--- src/rtl/wb_burst_master_if.sv ---
// Wishbone classic bus bundle for wb_burst_master.
// ERR_I exists only when WB_BURST_MASTER_ERR_EN is defined.
interface wb_burst_master_if #(
    parameter int ADDR_W = 32,
    parameter int DATA_W = 32
);
    logic [ADDR_W-1:0]   ADR_O;
    logic [DATA_W-1:0]   DAT_O;
    logic [DATA_W-1:0]   DAT_I;
    logic                WE_O;
    logic [DATA_W/8-1:0] SEL_O;
    logic                STB_O;
    logic                CYC_O;
    logic                ACK_I;
`ifdef WB_BURST_MASTER_ERR_EN
    logic                ERR_I;

    modport master (
        output ADR_O, DAT_O, WE_O, SEL_O, STB_O, CYC_O,
        input  DAT_I, ACK_I, ERR_I
    );
    modport slave (
        input  ADR_O, DAT_O, WE_O, SEL_O, STB_O, CYC_O,
        output DAT_I, ACK_I, ERR_I
    );
`else
    modport master (
        output ADR_O, DAT_O, WE_O, SEL_O, STB_O, CYC_O,
        input  DAT_I, ACK_I
    );
    modport slave (
        input  ADR_O, DAT_O, WE_O, SEL_O, STB_O, CYC_O,
        output DAT_I, ACK_I
    );
`endif
endinterface

--- src/rtl/wb_burst_master.sv ---
// Wishbone classic-cycle burst master: command/data stream to single or incrementing bursts.
// Define WB_BURST_MASTER_ERR_EN to honour ERR_I (status 2'b10).
module wb_burst_master #(
    parameter int ADDR_W  = 32,
    parameter int DATA_W  = 32,
    parameter int LEN_W   = 4,
    parameter int TIMEOUT = 255
) (
    input  logic                CLK_I,
    input  logic                RST_I,
    input  logic                cmd_valid,
    output logic                cmd_ready,
    input  logic                cmd_we,
    input  logic [ADDR_W-1:0]   cmd_addr,
    input  logic [LEN_W-1:0]    cmd_len,
    input  logic [DATA_W/8-1:0] cmd_sel,
    input  logic [DATA_W-1:0]   wr_data,
    input  logic                wr_valid,
    output logic                wr_ready,
    output logic [DATA_W-1:0]   rd_data,
    output logic                rd_valid,
    output logic                done,
    output logic [1:0]          status,
    wb_burst_master_if.master   wb
);
    localparam int SEL_W = DATA_W / 8;
    localparam logic [15:0] TMAX = 16'(TIMEOUT - 1);

    typedef enum logic [1:0] {IDLE, WDATA, REQ, GAP} state_t;

    state_t           state;
    logic [LEN_W-1:0] len_q;
    logic [LEN_W-1:0] beat;
    logic             we_q;
    logic [15:0]      tcnt;
    logic             err_in;

`ifdef WB_BURST_MASTER_ERR_EN
    assign err_in = wb.ERR_I;
`else
    assign err_in = 1'b0;
`endif

    always_ff @(posedge CLK_I or negedge RST_I) begin
        if (!RST_I) begin
            state     <= IDLE;
            cmd_ready <= 1'b1;
            wr_ready  <= 1'b0;
            rd_data   <= '0;
            rd_valid  <= 1'b0;
            done      <= 1'b0;
            status    <= '0;
            wb.ADR_O  <= '0;
            wb.DAT_O  <= '0;
            wb.WE_O   <= 1'b0;
            wb.SEL_O  <= '0;
            wb.STB_O  <= 1'b0;
            wb.CYC_O  <= 1'b0;
            len_q     <= '0;
            beat      <= '0;
            we_q      <= 1'b0;
            tcnt      <= '0;
        end else begin
            rd_valid <= 1'b0;
            done     <= 1'b0;
            unique case (state)
                IDLE: begin
                    if (cmd_valid) begin
                        cmd_ready <= 1'b0;
                        we_q      <= cmd_we;
                        len_q     <= cmd_len;
                        beat      <= '0;
                        tcnt      <= '0;
                        wb.ADR_O  <= cmd_addr;
                        wb.SEL_O  <= cmd_sel;
                        wb.WE_O   <= cmd_we;
                        wb.CYC_O  <= 1'b1;
                        if (cmd_we) begin
                            wr_ready <= 1'b1;
                            state    <= WDATA;
                        end else begin
                            wb.STB_O <= 1'b1;
                            state    <= REQ;
                        end
                    end
                end
                WDATA: begin
                    if (wr_valid) begin
                        wb.DAT_O <= wr_data;
                        wr_ready <= 1'b0;
                        wb.STB_O <= 1'b1;
                        tcnt     <= '0;
                        state    <= REQ;
                    end
                end
                REQ: begin
                    // Priority: ACK over ERR over timeout expiry.
                    if (wb.ACK_I) begin
                        wb.STB_O <= 1'b0;
                        if (!we_q) begin
                            rd_data  <= wb.DAT_I;
                            rd_valid <= 1'b1;
                        end
                        if (beat == len_q) begin
                            wb.CYC_O  <= 1'b0;
                            wb.WE_O   <= 1'b0;
                            done      <= 1'b1;
                            status    <= 2'b00;
                            cmd_ready <= 1'b1;
                            state     <= IDLE;
                        end else begin
                            wb.ADR_O <= wb.ADR_O + ADDR_W'(SEL_W);
                            beat     <= beat + 1'b1;
                            state    <= GAP;
                        end
                    end else if (err_in) begin
                        wb.STB_O  <= 1'b0;
                        wb.CYC_O  <= 1'b0;
                        wb.WE_O   <= 1'b0;
                        done      <= 1'b1;
                        status    <= 2'b10;
                        cmd_ready <= 1'b1;
                        state     <= IDLE;
                    end else if (tcnt == TMAX) begin
                        wb.STB_O  <= 1'b0;
                        wb.CYC_O  <= 1'b0;
                        wb.WE_O   <= 1'b0;
                        done      <= 1'b1;
                        status    <= 2'b01;
                        cmd_ready <= 1'b1;
                        state     <= IDLE;
                    end else begin
                        tcnt <= tcnt + 16'd1;
                    end
                end
                GAP: begin
                    tcnt <= '0;
                    if (we_q) begin
                        wr_ready <= 1'b1;
                        state    <= WDATA;
                    end else begin
                        wb.STB_O <= 1'b1;
                        state    <= REQ;
                    end
                end
            endcase
        end
    end
endmodule

--- src/flat_wrapper.sv ---
// flat-port wrapper written by rule: the top's interface ports become plain ports
module wb_burst_master_flat 
#(
    parameter int ADDR_W  = 32,
    parameter int DATA_W  = 32,
    parameter int LEN_W   = 4,
    parameter int TIMEOUT = 255
)
  (CLK_I, RST_I, cmd_valid, cmd_ready, cmd_we, cmd_addr, cmd_len, cmd_sel, wr_data, wr_valid, wr_ready, rd_data, rd_valid, done, status, wb_ADR_O, wb_DAT_O, wb_WE_O, wb_SEL_O, wb_STB_O, wb_CYC_O, wb_DAT_I, wb_ACK_I);
  wb_burst_master_if #(.ADDR_W(ADDR_W), .DATA_W(DATA_W)) wb_i ();
  input  logic CLK_I;
  input  logic RST_I;
  input  logic cmd_valid;
  output logic cmd_ready;
  input  logic cmd_we;
  input  logic [ADDR_W-1:0] cmd_addr;
  input  logic [LEN_W-1:0] cmd_len;
  input  logic [DATA_W/8-1:0] cmd_sel;
  input  logic [DATA_W-1:0] wr_data;
  input  logic wr_valid;
  output logic wr_ready;
  output logic [DATA_W-1:0] rd_data;
  output logic rd_valid;
  output logic done;
  output logic [1:0] status;
  output wire logic [$bits(wb_i.ADR_O)-1:0] wb_ADR_O;
  output wire logic [$bits(wb_i.DAT_O)-1:0] wb_DAT_O;
  output wire logic [$bits(wb_i.WE_O)-1:0] wb_WE_O;
  output wire logic [$bits(wb_i.SEL_O)-1:0] wb_SEL_O;
  output wire logic [$bits(wb_i.STB_O)-1:0] wb_STB_O;
  output wire logic [$bits(wb_i.CYC_O)-1:0] wb_CYC_O;
  input wire logic [$bits(wb_i.DAT_I)-1:0] wb_DAT_I;
  input wire logic [$bits(wb_i.ACK_I)-1:0] wb_ACK_I;
  assign wb_ADR_O = wb_i.ADR_O;
  assign wb_DAT_O = wb_i.DAT_O;
  assign wb_WE_O = wb_i.WE_O;
  assign wb_SEL_O = wb_i.SEL_O;
  assign wb_STB_O = wb_i.STB_O;
  assign wb_CYC_O = wb_i.CYC_O;
  assign wb_i.DAT_I = wb_DAT_I;
  assign wb_i.ACK_I = wb_ACK_I;
  wb_burst_master #(.ADDR_W(ADDR_W), .DATA_W(DATA_W), .LEN_W(LEN_W), .TIMEOUT(TIMEOUT)) u_core (.CLK_I(CLK_I), .RST_I(RST_I), .cmd_valid(cmd_valid), .cmd_ready(cmd_ready), .cmd_we(cmd_we), .cmd_addr(cmd_addr), .cmd_len(cmd_len), .cmd_sel(cmd_sel), .wr_data(wr_data), .wr_valid(wr_valid), .wr_ready(wr_ready), .rd_data(rd_data), .rd_valid(rd_valid), .done(done), .status(status), .wb(wb_i));
endmodule
--- config.mk ---
export PLATFORM = sky130hd
export DESIGN_NAME = wb_burst_master_flat
export DESIGN_NICKNAME = d
export VERILOG_FILES = /design/src/rtl/wb_burst_master_if.sv /design/src/rtl/wb_burst_master.sv /design/src/flat_wrapper.sv
export SDC_FILE = /design/constraint.sdc
export NUM_CORES = 1
export LEC_CHECK = 0
export BUFFER_PORTS_ARGS = -buffer_cell sky130_fd_sc_hd__buf_2
export CAP_MARGIN = 20
export CORE_ASPECT_RATIO = 1.1
export CORE_UTILIZATION = 30
export DETAILED_ROUTE_END_ITERATION = 12
export PLACE_DENSITY = 0.64
export SLEW_MARGIN = 20
export SYNTH_ARGS = -nofsm -noshare
export SYNTH_HDL_FRONTEND = slang
export SYNTH_SLANG_ARGS = --single-unit
--- constraint.sdc ---
create_clock -name CLK_I -period 2.05 [get_ports CLK_I]
set_input_delay 0.41 -clock CLK_I [delete_from_list [all_inputs] [get_ports CLK_I]]
set_output_delay 0.41 -clock CLK_I [all_outputs]
set_load 0.02 [all_outputs]
=== Word-level counts from Yosys, hierarchy flattened ===
Cells that the tools add are included.
W data, S select, Z words.

* Latch bits: 0
* Memories kept: 0
* Word-level logic and storage cells: 107
* Memory bits (read-only): 0
* Bits in registers: 136
* Bits in writable memories: 0

* $lt $le $gt $ge: 0
* Div/mod/pow operators: 0
* Equal/unequal tests: 18
* Add/subtract/negate cells: 3
* Shifts and indexed selects: 0
* Multipliers: 0
* Bitwise logic cells: 1
* Mux-type cells: 54
* Reduce and logical (&&, ||, !) cells: 14

{| class="wikitable"
|+ Operator list
! cell !! count
|-
| $mux W32 || 3
|-
| $mux W16 || 4
|-
| $pmux W16 S4 || 1
|-
| $pmux W32 S2 || 1
|-
| $add A32 B3 Y32 const B || 1
|-
| $mux W1 || 25
|-
| $mux W2 || 10
|-
| $ne A2 B2 Y1 const B || 9
|-
| $add A16 B1 Y16 const B || 1
|-
| $eq A16 B8 Y1 const B || 1
|-
| $mux W4 || 3
|-
| $reduce_and A4 Y1 || 3
|-
| $reduce_and A5 Y1 || 2
|-
| $reduce_and A3 Y1 || 3
|-
| $pmux W2 S4 || 1
|-
| $pmux W4 S2 || 1
|-
| $ne A3 B2 Y1 const B || 2
|-
| $pmux W1 S2 || 3
|-
| $add A4 B1 Y4 const B || 1
|-
| $eq A2 B2 Y1 const B || 2
|-
| $eq A4 B4 Y1 || 1
|-
| $ne A2 B1 Y1 const B || 2
|-
| $pmux W1 S4 || 1
|-
| $reduce_and A2 Y1 || 2
|-
| other kinds (6) || 7
|}

=== Logic depth before layout (Yosys ltp) ===
* Depth after elaboration: 4
* Mapped depth: 8
* Mapped depth without buffers: 7

=== Least setup slack after synthesis ===
No wires, ideal clock.

* Kind: register -> register
* Start: register u_core.wb.ADR_O[3]
* End: register u_core.wb.ADR_O[28]
* Period minus slack after synthesis: 1.854 ns
* Cell stages (with the launch flop): 7
* Required time: 1.923 ns
* Arrival time: 1.727 ns
* Library setup time: 0.127 ns
* Setup slack: 0.196 ns
* Cell sequence: dfrtp_1 > ha_1 > nand2_1 > nor4_4 > nand3_1 > o22ai_1 > o2bb2a_1

* Word-level cells in the longest chain between the ends: 4

{| class="wikitable"
|+ Ends and longest elaborated chain
! what !! line !! source
|-
| start: declaration || wb_burst_master_if.sv:28 || <nowiki>output ADR_O, DAT_O, WE_O, SEL_O, STB_O, CYC_O,</nowiki>
|-
| start signal: assignment || wb_burst_master.sv:74 || <nowiki>wb.ADR_O <= cmd_addr;</nowiki>
|-
| start signal: assignment || wb_burst_master.sv:112 || <nowiki>wb.ADR_O <= wb.ADR_O + ADDR_W'(SEL_W);</nowiki>
|-
| $add A32 B3 Y32 || wb_burst_master.sv:112 ||
|-
| $mux W32 || wb_burst_master.sv:104 || <nowiki>if (beat == len_q) begin</nowiki>
|-
| $mux W32 || wb_burst_master.sv:98 || <nowiki>if (wb.ACK_I) begin</nowiki>
|-
| $pmux W32 S2 || wb_burst_master.sv:66 || <nowiki>unique case (state)</nowiki>
|}

No other way between the ends. The select of a mux whose other input is x is not followed.
A chain may end at the register's enable or synchronous reset.

=== Final worst setup path ===
* Start: register u_core.wb.ADR_O[5]
* End: register u_core.wb.ADR_O[25]

Same word-level chain as after synthesis.

==> results.ini <==
[run_status]
outcome = finished clean

[final_layout]
nets = 932
final_layout_size_suffix_gt1_frac = 0.4440
finalInstanceArea_mm2 = 0.008597
syn2layout_area_growth_pct = 37.04
antenna_cells = 0
final_common_cell = buf_2
layout_common_cells = 216 x buf_2, 134 x dfrtp_1, 90 x nand2_1

[synth]
synthArstFlopShare = 1.000
syn_nets = 690
postSynthCellCount = 576
synth-edff-count = 0
synth_cell_types = 60
ys.flop_type = dfrtp_1
synth_area_mm2 = 0.006274
synth-seq-cells = 135
syn_avg_cell_area_um2 = 10.89
ys_warn_count = 0
ys_seq_area_frac = 0.5387

[min_path]
hp-class = in2reg

[setup_path]
worstSetupPathType = reg2reg
worstSetupStartpointType = register
cp_max_fo = 6
r2r_slack_ns = 0.13
critPathSlowestCell = nor2_1
cp.arrival_ns = 2.28
path_common_cell = nand3_1
path_cells = nand3_1 > nor2_1 > nand4_2 > or3_1 > nand3_1
endpoint_kind = register
cp.required_ns = 2.41
cp_slowest_stage_delay_ns = 0.54

[floorplan]
start_util = 0.3059
dieWidth_um = 139.9
num_io_pins = 219
core_area_mm2 = 0.02051
rows = 55
die_area_mm2 = 0.02149
die_y_um = 153.7

[timing]
worstMarginPinSlew_ns = 0.5880
setup-violations-final = 0
clock_skew_ns = 0.009777
worst_slack_ns = 0.1253
hold_violations = 0
slew_viol_final = 0
tns_ns = 0
fmaxAchievable_mhz = 519.6
rsz0062_at_grt = false
period_share = 0.9389
layout_min_cycle_time_ns = 1.925
relSlewSlack = 0.6066

[clocking]
cts.clk_slew.worst_paths_ns = 0.06
htree_levels = 4
cts_root_buf = clkbuf_16
cts.path.max_buffers = 2
tritoncts = built
clock_latency_ns = 0.42
numCtsBuffers = 17
clock_sinks = 135

[placed_design]
post-dp-hpwl_um = 12840
io_buffers = 217
routabilityCongestion = 0.8234
placed_cell_area_mm2 = 0.007914
dp_worst_setup_slack_ns = 0.1129

[global_route]
antenna_found_initial = 0
grt_max_degree = 65
overflow = 0
grt_pass1_wl_um = 28390
grt_util_all_layers = 0.1684
grt_pass1_vias = 5566

[route]
drc_errors = 0
dr_total_vias = 5492
totalWireLength_um = 17670
firstDrtPassIters = 4
viasPerCell = 5.052
first_iter_violations = 273
wl_per_cell_um = 16.25
ant_nets = 0

[power]
p_leak_nw = 4.125
ir_drop_v = 0.0007061
power.density_mw_per_mm2 = 1670

[job]
drv_cap = 0

report_power, final:
group / internal (mW) / switching [mW] / total (mW)
combinational: 2.54 / 3.71 / 6.25
clock: 2.21 / 1.25 / 3.45
sequential: 3.83 / 0.815 / 4.65
metrics by stage:
stage	hold slack [ns]	total power, mW	std cells	util
final	0.1800	14.35	1087	0.4192
after global routing	0.1718	15.23	1087	0.4192
after CTS	0.1595	14.51	1087	0.4185
after detailed placement	0.3139	10.99	1054	0.3859
after global placement	0.3125	10.86	1054	0.3859
after floorplan	0.1144	8.514	576	-
what timing repair did:
action,CTS,global route
resized for setup,0,2
setup buffers,0,0
endpoints found under the setup margin,0,5
hold buffers,1,0
endpoints found under the hold margin,26,0
final cells by class:
| cell class | count | area (um2) |
|---|---|---|
| sequential | 135 | 3379 |
| clock buffer | 18 | 439.2 |
| multi-input combinational | 401 | 2758 |
| timing repair buffer | 257 | 1458 |
| tap | 256 | 320.3 |
| clock inverter | 14 | 220.2 |
| fill | 2021 | 11910 |
| inverter | 6 | 22.52 |
flip-flops by register name (all words and copies together) (netlist names):
register          flops
u_core.len_q          4
u_core.tcnt          16
u_core.cmd_ready      1
u_core.we_q           1
u_core.wb.ADR_O      32
u_core.wb.DAT_O      32
u_core.wb.WE_O        1
u_core.wb.CYC_O       1
u_core.rd_valid       1
u_core.done           1
u_core.beat           4
u_core.wb.SEL_O       4
u_core.wb.STB_O       1
u_core.rd_data       32
u_core.state          2
u_core.wr_ready       1
u_core.status         1
kinds of logic after synthesis:
group | Yosys count | synth area share
AO/OA/AOI/OAI | 111 | 0.1161
flip-flops | 135 | 0.5387
AND/OR/NAND/NOR | 200 | 0.1637
buffers and inverters | 40 | 0.02752
multiplexers | 70 | 0.1245
other | 1 | 0.0005978
adder cells (fa/ha/maj) | 4 | 0.007978
XOR/XNOR | 15 | 0.02094
final timing paths:
path,start,end,cells after the start
max in group asynchronous,RST_I,u_core.cmd_ready,3
min reg2reg,u_core.wb.SEL_O[1],u_core.wb.SEL_O[1],2
max,u_core.wb.ADR_O[5],u_core.wb.ADR_O[25],5
min,cmd_sel[1],u_core.wb.SEL_O[1],3
min in group asynchronous,RST_I,u_core.wb.ADR_O[8],2
max reg2reg,u_core.wb.ADR_O[5],u_core.wb.ADR_O[25],5
critical path: cells and delay by family (launching register included):
kind / cells / cell delay (ns)
flops: 1 / 0.43
simple gates: 5 / 1.42
synth_stat cells, types with 3 or more instances:
cell	n	area (um2)
o211ai_1	3	22.52
a31oi_1	7	43.79
buf_1	3	11.26
buf_2	12	60.06
and2_1	6	37.54
dfrtp_1	134	3353
and3_1	5	31.28
a211o_1	3	26.28
nand4_1	14	87.58
and4_1	6	52.55
xor2_1	7	61.31
clkbuf_1	17	63.81
mux2_2	64	720.7
a41oi_1	4	35.03
nor2_1	25	93.84
a21oi_1	20	100.1
ha_1	4	50.05
nor4_4	3	63.81
inv_1	6	22.52
nor3_1	3	15.01
o21ai_0	36	180.2
a41o_1	4	40.04
nand2_1	90	337.8
mux2i_1	6	60.06
o22ai_1	8	50.05
nand3_1	26	130.1
o311ai_0	3	26.28
xnor2_1	8	70.07
nor4_1	7	43.79
per-layer routing:
metal / GRT usage / routed length [um] / share of wire / vias up
met5: 0 / 0 / 0 / -
met4: 0.05965 / 295 / 0.017 / 0
met3: 0.04921 / 1184 / 0.067 / 26
met2: 0.2840 / 8672 / 0.49 / 224
met1: 0.2038 / 7516 / 0.43 / 2655
li1: - / - / - / 2587
Power figures use the tool's default switching activity.
